### src/rtl/prime_search_engine_pkg.sv
// Shared definitions for the prime search engine: default widths, the
// first odd trial divisor and the search FSM state encoding.
package prime_search_engine_pkg;

  localparam int PSE_WIDTH  = 20;
  localparam int PSE_DWIDTH = 11;

  // Trial division starts at the first odd divisor; 2 is never tried
  // because even candidates are skipped entirely.
  localparam int FIRST_ODD_DIV = 3;

  typedef enum logic [2:0] {
    S_IDLE      = 3'd0,
    S_INIT      = 3'd1,
    S_CAND      = 3'd2,
    S_TEST      = 3'd3,
    S_DIV_WAIT  = 3'd4,
    S_NEXT_DIV  = 3'd5,
    S_NEXT_CAND = 3'd6,
    S_FIN       = 3'd7
  } state_t;

endpackage

### src/rtl/prime_search_engine_rem_unit.sv
// Restoring sequential remainder unit: one quotient bit per cycle, rdy
// pulses WIDTH cycles after an accepted go. A go while running is ignored.
// The divisor must be held stable for the whole operation.
module prime_search_engine_rem_unit
  import prime_search_engine_pkg::*;
#(
  parameter int WIDTH  = PSE_WIDTH,
  parameter int DWIDTH = PSE_DWIDTH
) (
  input  logic              clk,
  input  logic              RTC_Reset,
  input  logic              clear,
  input  logic              go,
  input  logic [WIDTH-1:0]  dividend,
  input  logic [DWIDTH-1:0] divisor,
  output logic [DWIDTH-1:0] rem,
  output logic              rdy
);

  localparam int CW = $clog2(WIDTH + 1);

  logic [WIDTH-1:0]  dvd_r;
  logic [DWIDTH-1:0] rem_r;
  logic [CW-1:0]     cnt_r;
  logic              run_r;
  logic              rdy_r;

  logic [DWIDTH:0]   trial;
  logic [DWIDTH:0]   diff;
  logic [DWIDTH-1:0] next_rem;

  // One restoring step: shift in the next dividend bit, subtract if it fits.
  always_comb begin
    trial    = {rem_r, dvd_r[WIDTH-1]};
    diff     = trial - {1'b0, divisor};
    next_rem = trial[DWIDTH-1:0];
    if (trial >= {1'b0, divisor}) begin
      next_rem = diff[DWIDTH-1:0];
    end
  end

  // Iteration control: load on go, step WIDTH times, pulse rdy at the end.
  always_ff @(posedge clk or negedge RTC_Reset) begin
    if (!RTC_Reset) begin
      dvd_r <= '0;
      rem_r <= '0;
      cnt_r <= '0;
      run_r <= 1'b0;
      rdy_r <= 1'b0;
    end else if (clear) begin
      dvd_r <= '0;
      rem_r <= '0;
      cnt_r <= '0;
      run_r <= 1'b0;
      rdy_r <= 1'b0;
    end else begin
      rdy_r <= 1'b0;
      if (!run_r && go) begin
        dvd_r <= dividend;
        rem_r <= '0;
        cnt_r <= CW'(WIDTH);
        run_r <= 1'b1;
      end else if (run_r) begin
        rem_r <= next_rem;
        dvd_r <= {dvd_r[WIDTH-2:0], 1'b0};
        cnt_r <= cnt_r - CW'(1);
        if (cnt_r == CW'(1)) begin
          run_r <= 1'b0;
          rdy_r <= 1'b1;
        end
      end
    end
  end

  assign rem = rem_r;
  assign rdy = rdy_r;

endmodule

### src/rtl/prime_search_engine.sv
// Searches downward from limit-1 for the largest prime strictly below limit,
// testing odd candidates by trial division with odd divisors d while d*d <=
// candidate. d*d is tracked incrementally: (d+2)^2 = d^2 + 4d + 4.
// Handshake: start is a one-cycle request honoured only in IDLE (abort in the
// same cycle wins); busy is high from the cycle after acceptance until the
// result is presented; done pulses for one cycle with prime/found valid and
// those outputs hold until the next completion. abort returns to IDLE at once
// with no done pulse and leaves prime/found untouched.
module prime_search_engine
  import prime_search_engine_pkg::*;
#(
  parameter int WIDTH  = PSE_WIDTH,
  parameter int DWIDTH = PSE_DWIDTH
) (
  input  logic             clk,
  input  logic             RTC_Reset,
  input  logic             start,
  input  logic             abort,
  input  logic [WIDTH-1:0] limit,
  output logic [WIDTH-1:0] prime,
  output logic             found,
  output logic             busy,
  output logic             done,
  output state_t           dbg_state
);

  localparam int SQW = 2 * DWIDTH;

  state_t            state_r;
  logic [WIDTH-1:0]  lim_r;
  logic [WIDTH-1:0]  cand_r;
  logic [DWIDTH-1:0] d_r;
  logic [SQW-1:0]    sq_r;
  logic              div_go_r;
  logic [WIDTH-1:0]  prime_r;
  logic              found_r;
  logic              busy_r;
  logic              done_r;

  logic [DWIDTH-1:0] rem_w;
  logic              rdy_w;
  logic [SQW-1:0]    cand_ext;
  logic [SQW-1:0]    sq_step;

  prime_search_engine_rem_unit #(
    .WIDTH (WIDTH),
    .DWIDTH(DWIDTH)
  ) u_rem (
    .clk      (clk),
    .RTC_Reset(RTC_Reset),
    .clear    (abort),
    .go       (div_go_r),
    .dividend (cand_r),
    .divisor  (d_r),
    .rem      (rem_w),
    .rdy      (rdy_w)
  );

  // Zero-extended candidate for the d*d comparison and the 4d+4 increment.
  always_comb begin
    cand_ext = {{(SQW-WIDTH){1'b0}}, cand_r};
    sq_step  = {{(SQW-DWIDTH-2){1'b0}}, d_r, 2'b00} + SQW'(4);
  end

  // Search FSM with registered outputs; prime/found change only on entry to FIN.
  always_ff @(posedge clk or negedge RTC_Reset) begin
    if (!RTC_Reset) begin
      state_r  <= S_IDLE;
      lim_r    <= '0;
      cand_r   <= '0;
      d_r      <= '0;
      sq_r     <= '0;
      div_go_r <= 1'b0;
      prime_r  <= '0;
      found_r  <= 1'b0;
      busy_r   <= 1'b0;
      done_r   <= 1'b0;
    end else if (abort) begin
      state_r  <= S_IDLE;
      div_go_r <= 1'b0;
      busy_r   <= 1'b0;
      done_r   <= 1'b0;
    end else begin
      div_go_r <= 1'b0;
      done_r   <= 1'b0;
      case (state_r)
        S_IDLE: begin
          if (start) begin
            lim_r   <= limit;
            busy_r  <= 1'b1;
            state_r <= S_INIT;
          end
        end
        S_INIT: begin
          if (lim_r < WIDTH'(3)) begin
            prime_r <= '0;
            found_r <= 1'b0;
            busy_r  <= 1'b0;
            done_r  <= 1'b1;
            state_r <= S_FIN;
          end else if (lim_r == WIDTH'(3)) begin
            cand_r  <= WIDTH'(2);
            prime_r <= WIDTH'(2);
            found_r <= 1'b1;
            busy_r  <= 1'b0;
            done_r  <= 1'b1;
            state_r <= S_FIN;
          end else begin
            // Odd limit means limit-1 is even, so start one lower.
            cand_r  <= lim_r[0] ? (lim_r - WIDTH'(2)) : (lim_r - WIDTH'(1));
            state_r <= S_CAND;
          end
        end
        S_CAND: begin
          if (cand_r < WIDTH'(3)) begin
            prime_r <= WIDTH'(2);
            found_r <= 1'b1;
            busy_r  <= 1'b0;
            done_r  <= 1'b1;
            state_r <= S_FIN;
          end else begin
            d_r     <= DWIDTH'(FIRST_ODD_DIV);
            sq_r    <= SQW'(FIRST_ODD_DIV * FIRST_ODD_DIV);
            state_r <= S_TEST;
          end
        end
        S_TEST: begin
          if (sq_r > cand_ext) begin
            prime_r <= cand_r;
            found_r <= 1'b1;
            busy_r  <= 1'b0;
            done_r  <= 1'b1;
            state_r <= S_FIN;
          end else begin
            div_go_r <= 1'b1;
            state_r  <= S_DIV_WAIT;
          end
        end
        S_DIV_WAIT: begin
          if (rdy_w) begin
            state_r <= (rem_w == '0) ? S_NEXT_CAND : S_NEXT_DIV;
          end
        end
        S_NEXT_DIV: begin
          sq_r    <= sq_r + sq_step;
          d_r     <= d_r + DWIDTH'(2);
          state_r <= S_TEST;
        end
        S_NEXT_CAND: begin
          cand_r  <= cand_r - WIDTH'(2);
          state_r <= S_CAND;
        end
        S_FIN: begin
          state_r <= S_IDLE;
        end
        default: begin
          state_r <= S_IDLE;
        end
      endcase
    end
  end

  assign prime     = prime_r;
  assign found     = found_r;
  assign busy      = busy_r;
  assign done      = done_r;
  assign dbg_state = state_r;

endmodule

### config.mk
export PLATFORM = sky130hd
export DESIGN_NAME = prime_search_engine
export DESIGN_NICKNAME = d
export VERILOG_FILES = /design/src/rtl/prime_search_engine_pkg.sv /design/src/rtl/prime_search_engine_rem_unit.sv /design/src/rtl/prime_search_engine.sv
export SDC_FILE = /design/constraint.sdc
export NUM_CORES = 1
export LEC_CHECK = 0
export ABC_AREA = 1
export CAP_MARGIN = 5
export CORE_ASPECT_RATIO = 0.75
export CORE_UTILIZATION = 60
export CTS_BUF_LIST = sky130_fd_sc_hd__clkbuf_16
export CTS_CLUSTER_SIZE = 20
export DETAILED_ROUTE_END_ITERATION = 6
export GPL_ROUTABILITY_DRIVEN = 0
export HOLD_SLACK_MARGIN = 0.06
export PLACE_DENSITY_LB_ADDON = 0.3
export SYNTH_ARGS = -nofsm -noshare
export SYNTH_HDL_FRONTEND = slang
export SYNTH_SLANG_ARGS = --single-unit
### constraint.sdc
create_clock -name clk -period 2.9 [get_ports clk]
set_input_delay 0.58 -clock clk [delete_from_list [all_inputs] [get_ports clk]]
set_output_delay 0.58 -clock clk [all_outputs]
set_load 0.05 [all_outputs]
* Yosys cells after proc, flatten, opt, wreduce, memory -nomap -nowiden *
Index checks and enable logic that the tools add are counted.

storage, ports and cells
  register bits = 138
  output and inout port bits = 26

cells by class
  add/sub/neg operators = 8
  order comparisons = 4
  eq/ne operators = 19
  muxes and demuxes = 61
  bitwise logic cells = 1
  reduce and logical (&&, ||, !) cells = 15

operators by type and width
  kind                                                 count
  two-way mux 20 bit                                   10
  case mux 20 bit (3 select lines)                     1
  two-way mux 11 bit                                   5
  case mux 22 bit (2 select lines)                     1
  < comparator 20 x 2 -> 1 bit, second input constant  2
  case mux 20 bit (2 select lines)                     1
  subtractor 20 x 2 -> 20 bit, second input constant   2
  two-way mux 1 bit                                    26
  case mux 3 bit (8 select lines)                      1
  adder 22 x 14 -> 22 bit                              1
  greater-than comparator 22 x 20 -> 1 bit             1
  two-way mux 22 bit                                   1
  case mux 11 bit (2 select lines)                     1
  == test 20 x 2 -> 1 bit, second input constant       1
  subtractor 20 x 1 -> 20 bit, second input constant   1
  two-way mux 3 bit                                    6
  two-way mux 5 bit                                    3
  adder 13 x 3 -> 14 bit, second input constant        1
  == test 3 bit, second input constant                 4
  greater-or-equal comparator 12 x 11 -> 1 bit         1
  != test 3 bit, second input constant                 4
  adder 11 x 2 -> 11 bit, second input constant        1
  zero test 11 bit                                     1
  subtractor 11 bit                                    1
  20 further kinds                                     31

* Depth between registers and ports, before layout *
  word-level depth = 5
  depth in mapped cells = 16
  gate-level depth less buffers = 16

* Hierarchy *
From an unflattened synthesis, not the netlist that was laid out.

second synthesis, totals
  cells, all modules = 1263
  area total of the unflattened synthesis = 9267.6 µm²

by module, submodules not included
  module                        instances  cells an instance  area an instance (µm²)
  prime_search_engine           1          897                6616.3
  prime_search_engine_rem_unit  1          366                2651.3

* Worst setup path before layout *
OpenSTA, ideal clock, no wires.

  path type = flip-flop to flip-flop
  from = register d_r[1]
  to = register sq_r[17]
  setup time = 126 ps
  arrival time = 2130 ps
  path slack = 643 ps
  stages on the path, launching flop included = 12
  path buffers = 0
  period minus slack after synthesis = 2257 ps
  cell sequence = dfrtp_1 -> ha_1 -> ha_1 -> fa_1 -> nand2_1 -> nand3_1 -> o21ai_0 -> o21ai_0 -> nand2_1 -> nand3_1 -> nand4_1 -> o21ai_0

on the way
  longest elaborated chain between the ends = 3

ends and longest elaborated chain
  element                           line                        RTL
  start: declaration                prime_search_engine.sv:32   logic [DWIDTH-1:0] d_r;
  start signal: assignment          prime_search_engine.sv:122  d_r <= DWIDTH'(FIRST_ODD_DIV);
  start signal: assignment          prime_search_engine.sv:146  d_r <= d_r + DWIDTH'(2);
  adder 13 x 3 -> 14 bit            prime_search_engine.sv:62   sq_step = {{(SQW-DWIDTH-2){1'b0}}, d_r, 2'b00} + SQW'(4);
  adder 22 x 14 -> 22 bit           prime_search_engine.sv:145  sq_r <= sq_r + sq_step;
  case mux 22 bit (2 select lines)  prime_search_engine.sv:86   case (state_r)
  end signal: assignment            prime_search_engine.sv:123  sq_r <= SQW'(FIRST_ODD_DIV * FIRST_ODD_DIV);
  end signal: assignment            prime_search_engine.sv:145
  end: declaration                  prime_search_engine.sv:33   logic [SQW-1:0] sq_r;

No other way between the ends.
A chain may end at the register's enable or synchronous reset.

* Final worst setup path *
  from = register cand_r[13]
  to = register prime_r[10] (netlist: prime[10])

on the way
  longest elaborated chain between the ends = 3

ends and longest elaborated chain
  element                                                                                          line                                                    RTL
  start: declaration                                                                               prime_search_engine.sv:31                               logic [WIDTH-1:0] cand_r;
  start signal: assignment                                                                         prime_search_engine.sv:110                              cand_r <= lim_r[0] ? (lim_r - WIDTH'(2)) : (lim_r - WIDTH'(1));
  start signal: assignment                                                                         prime_search_engine.sv:150                              cand_r <= cand_r - WIDTH'(2);
  greater-than comparator 22 x 20 -> 1 bit / < comparator 20 x 2 -> 1 bit (equally long branches)  prime_search_engine.sv:128, prime_search_engine.sv:115
  != test 2 bit (no line)                                                                          n/a
  AND reduction 5 bit (no line) *                                                                  n/a
  end signal: assignment                                                                           prime_search_engine.sv:129                              prime_r <= cand_r;
  end: declaration                                                                                 prime_search_engine.sv:35                               logic [WIDTH-1:0] prime_r;

Mark *: on every way between the ends. The rest lies on a longest branch, timed or not.

==> impl_metrics.ini <==
[die]
core-area_um2 = 14500
die_w_um = 144
die-area_um2 = 15500
die_h_um = 108
initial_utilization_pct = 62.0
ios = 50
num_rows = 38

[yosys]
synth_cell_type_count = 48
dominantRegCellSynth = dfrtp_1
async_flop_share_pct = 100
yosys_warnings = 0
syn_nets = 1278
netlist_top_cells_count = 286 x nand2_1, 137 x dfrtp_1, 134 x inv_1
synth.area.top_cells = dfrtp_1 38%, nand2_1 12%, ha_1 8.0%
avgSynthCellArea_um2 = 7.55
ys_ff_latch = 137
syn_inst = 1194
yosysTopAreaCell = dfrtp_1
yosysMostFrequentCell = nand2_1
netlist_area_um2 = 9020
synth_edf_count = 0
synth-seq-area-share_pct = 38.0
synth_top_area_share_pct = 38.0

[detailed_routing]
drt-total-wl_um = 23300
drc = 0
dr.pass1.iters = 7
via_per_inst = 5.71
postRouteAntennaNets = 0
drt_first_iter_violations = 976
vias = 8347
routedWlPerCell_um = 15.9

[global_route]
grt_pass1_vias = 7784
gr-total-overflow = 0
antenna_found_initial = 0
grt_pass1_wl_um = 38600
grt_start_max_net_pins = 55
grtUsageTotal_pct = 32.3

[critical_path]
startpoint = cand_r[13]
worst_setup_path_end_kind = register
critPathKind = register to register
r2r-start = cand_r[13]
worstPathRequired_ns = 3.26
critPathLaunchType = register
crit_fanout = 29
worstPathArrival_ns = 2.95

[place]
dpl.hpwl_um = 16900
dp_slack_ns = 0.370
numPortBuffers = 49

[clocking]
cts.sinks = 137
post_cts.repair.setup_buffers = 0
tritoncts = built
worstSkewPairLatency_ns = 0.43
hold_buffers = 0
ctsLongestPathBuffers = 2
cts_buffers = 17
clkTransAtPathRegs_ns = 0.07
htree_levels = 4
ctsRootBufferMaster = clkbuf_16
postCtsResizedCells = 0

[sta]
setup_viol = 0
layout_min_cycle_time_ns = 2.59
drv_slew = 0
timing.fmax_ghz = 0.386
finalSetupTns_ns = 0
rsz0062_at_grt = false
fin_crit_sh_pct = 89.4
skew_ns = 0.0132
setup_ws_ns = 0.307
hold_ws_ns = 0.0949
final-hold-violation-count = 0
worst_pin_slew_ns = 0.760
slew_headroom_pct = 49.4

[layout]
antenna_cells = 0
layout.nets = 1333
syn2layout_area_growth_pct = 14.4
drive_gt1_share_pct = 9.03

[outcome]
status = completed

[power_and_ir_drop]
seq_power_share_pct = 36.2
p_comb_share_pct = 35.5
vdd_drop_max_uv = 452
power.internal_w = 0.00434
total_leakage_power_nw = 5.03
switching_share_pct = 42.5
power.share.clock_pct = 28.3
switchingPower_w = 0.00321
powerDensity_nw_per_um2 = 733

[flow_run]
max_cap_violations = 0

[worst_hold_path]
hp-class = input port to async pin
## final timing paths
kind	end	slack, ns	cells after the start
hold reg to reg	sq_r[0]	0.47	2
hold / removal	prime[7]	0.09	1
setup reg to reg	prime[10]	0.31	13
min in group clk	sq_r[0]	0.47	2
max in group asynchronous	dbg_state[1]	2.14	2
setup / recovery	prime[10]	0.31	13
## flip-flops by register name, summed over array words and instances (netlist names), 3 cells and up
register	cells
u_rem.rem	11
lim_r	20
sq_r	21
d_r	11
dbg_state	3
cand_r	20
prime	20
u_rem.cnt_r	5
u_rem.dvd_r	20
## final cells by class
type	count	area, um2
inverters	145	554
clock buffers	17	425
fillers	1165	4240
flip-flops and latches	137	3430
repair buffers	68	659
multi-input cells	880	4850
clock inverters	15	150
well taps	200	250
## per-stage QoR
stage / total power (W) / area, um2 / util (%) / cells
finish: 0.00756 / 10300 / 70.9 / 1462
floorplan: 0.00450 / 9020 / - / 1194
global route: 0.00802 / 10300 / 70.9 / 1462
detailed placement: 0.00533 / 9740 / 66.9 / 1430
CTS: 0.00749 / 10300 / 70.9 / 1462
global placement: 0.00523 / 9740 / 66.9 / 1430
## layer usage
layer  GRT usage (%)  share of wire [%]  vias to the layer above
li1                -                  -                     4053
met1            47.0                 46                     3812
met2            48.0                 43                      433
met3            6.38                9.2                       49
met4            10.9                1.8                        0
met5               0                  0                        -
## power by group through the flow
| stage | Combinational, W | Clock, W | Sequential (W) |
|---|---|---|---|
| 5_1_grt | 0.00301 | 0.00223 | 0.00278 |
| 2_1_floorplan | 0.00182 | 0 | 0.00268 |
| 6_report | 0.00269 | 0.00214 | 0.00273 |
| 3_5_place_dp | 0.00259 | 0 | 0.00274 |
| 3_3_place_gp | 0.00250 | 0 | 0.00273 |
| 4_1_cts | 0.00263 | 0.00215 | 0.00271 |
## layout by cell type, fill, tap and decap left out, types with 17 or more instances in the layout
cell	n
a21oi_1	75
buf_4	17
clkdlybuf4s50_1	48
nand3_1	66
nand4_1	24
o21ai_0	101
o21ai_2	20
xor2_1	21
clkbuf_16	17
ha_1	58
nand2_1	286
dfrtp_1	137
nor3_1	18
inv_1	134
nor2_1	124
## critical path, stage by stage (launching register included)
cell	delay (ns)
dfrtp_1	0.52
inv_2	0.10
ha_1	0.31
nand2_1	0.06
nor2_1	0.22
nand4_1	0.11
nor2_1	0.15
nand3_1	0.13
nand2_1	0.12
nand2_1	0.07
nand2_2	0.31
buf_12	0.25
nand2_1	0.09
o21ai_2	0.07
## logic make-up after synthesis
kind of cell             share of synthesized area, %
flip-flops                                       38.0
buffers and inverters                            8.24
AO/OA/AOI/OAI                                    15.3
XOR/XNOR                                         2.91
adder cells (fa/ha/maj)                          8.49
AND/OR/NAND/NOR                                  25.6
multiplexers                                     1.37
Note: power is estimated with default switching activity, not from simulation.
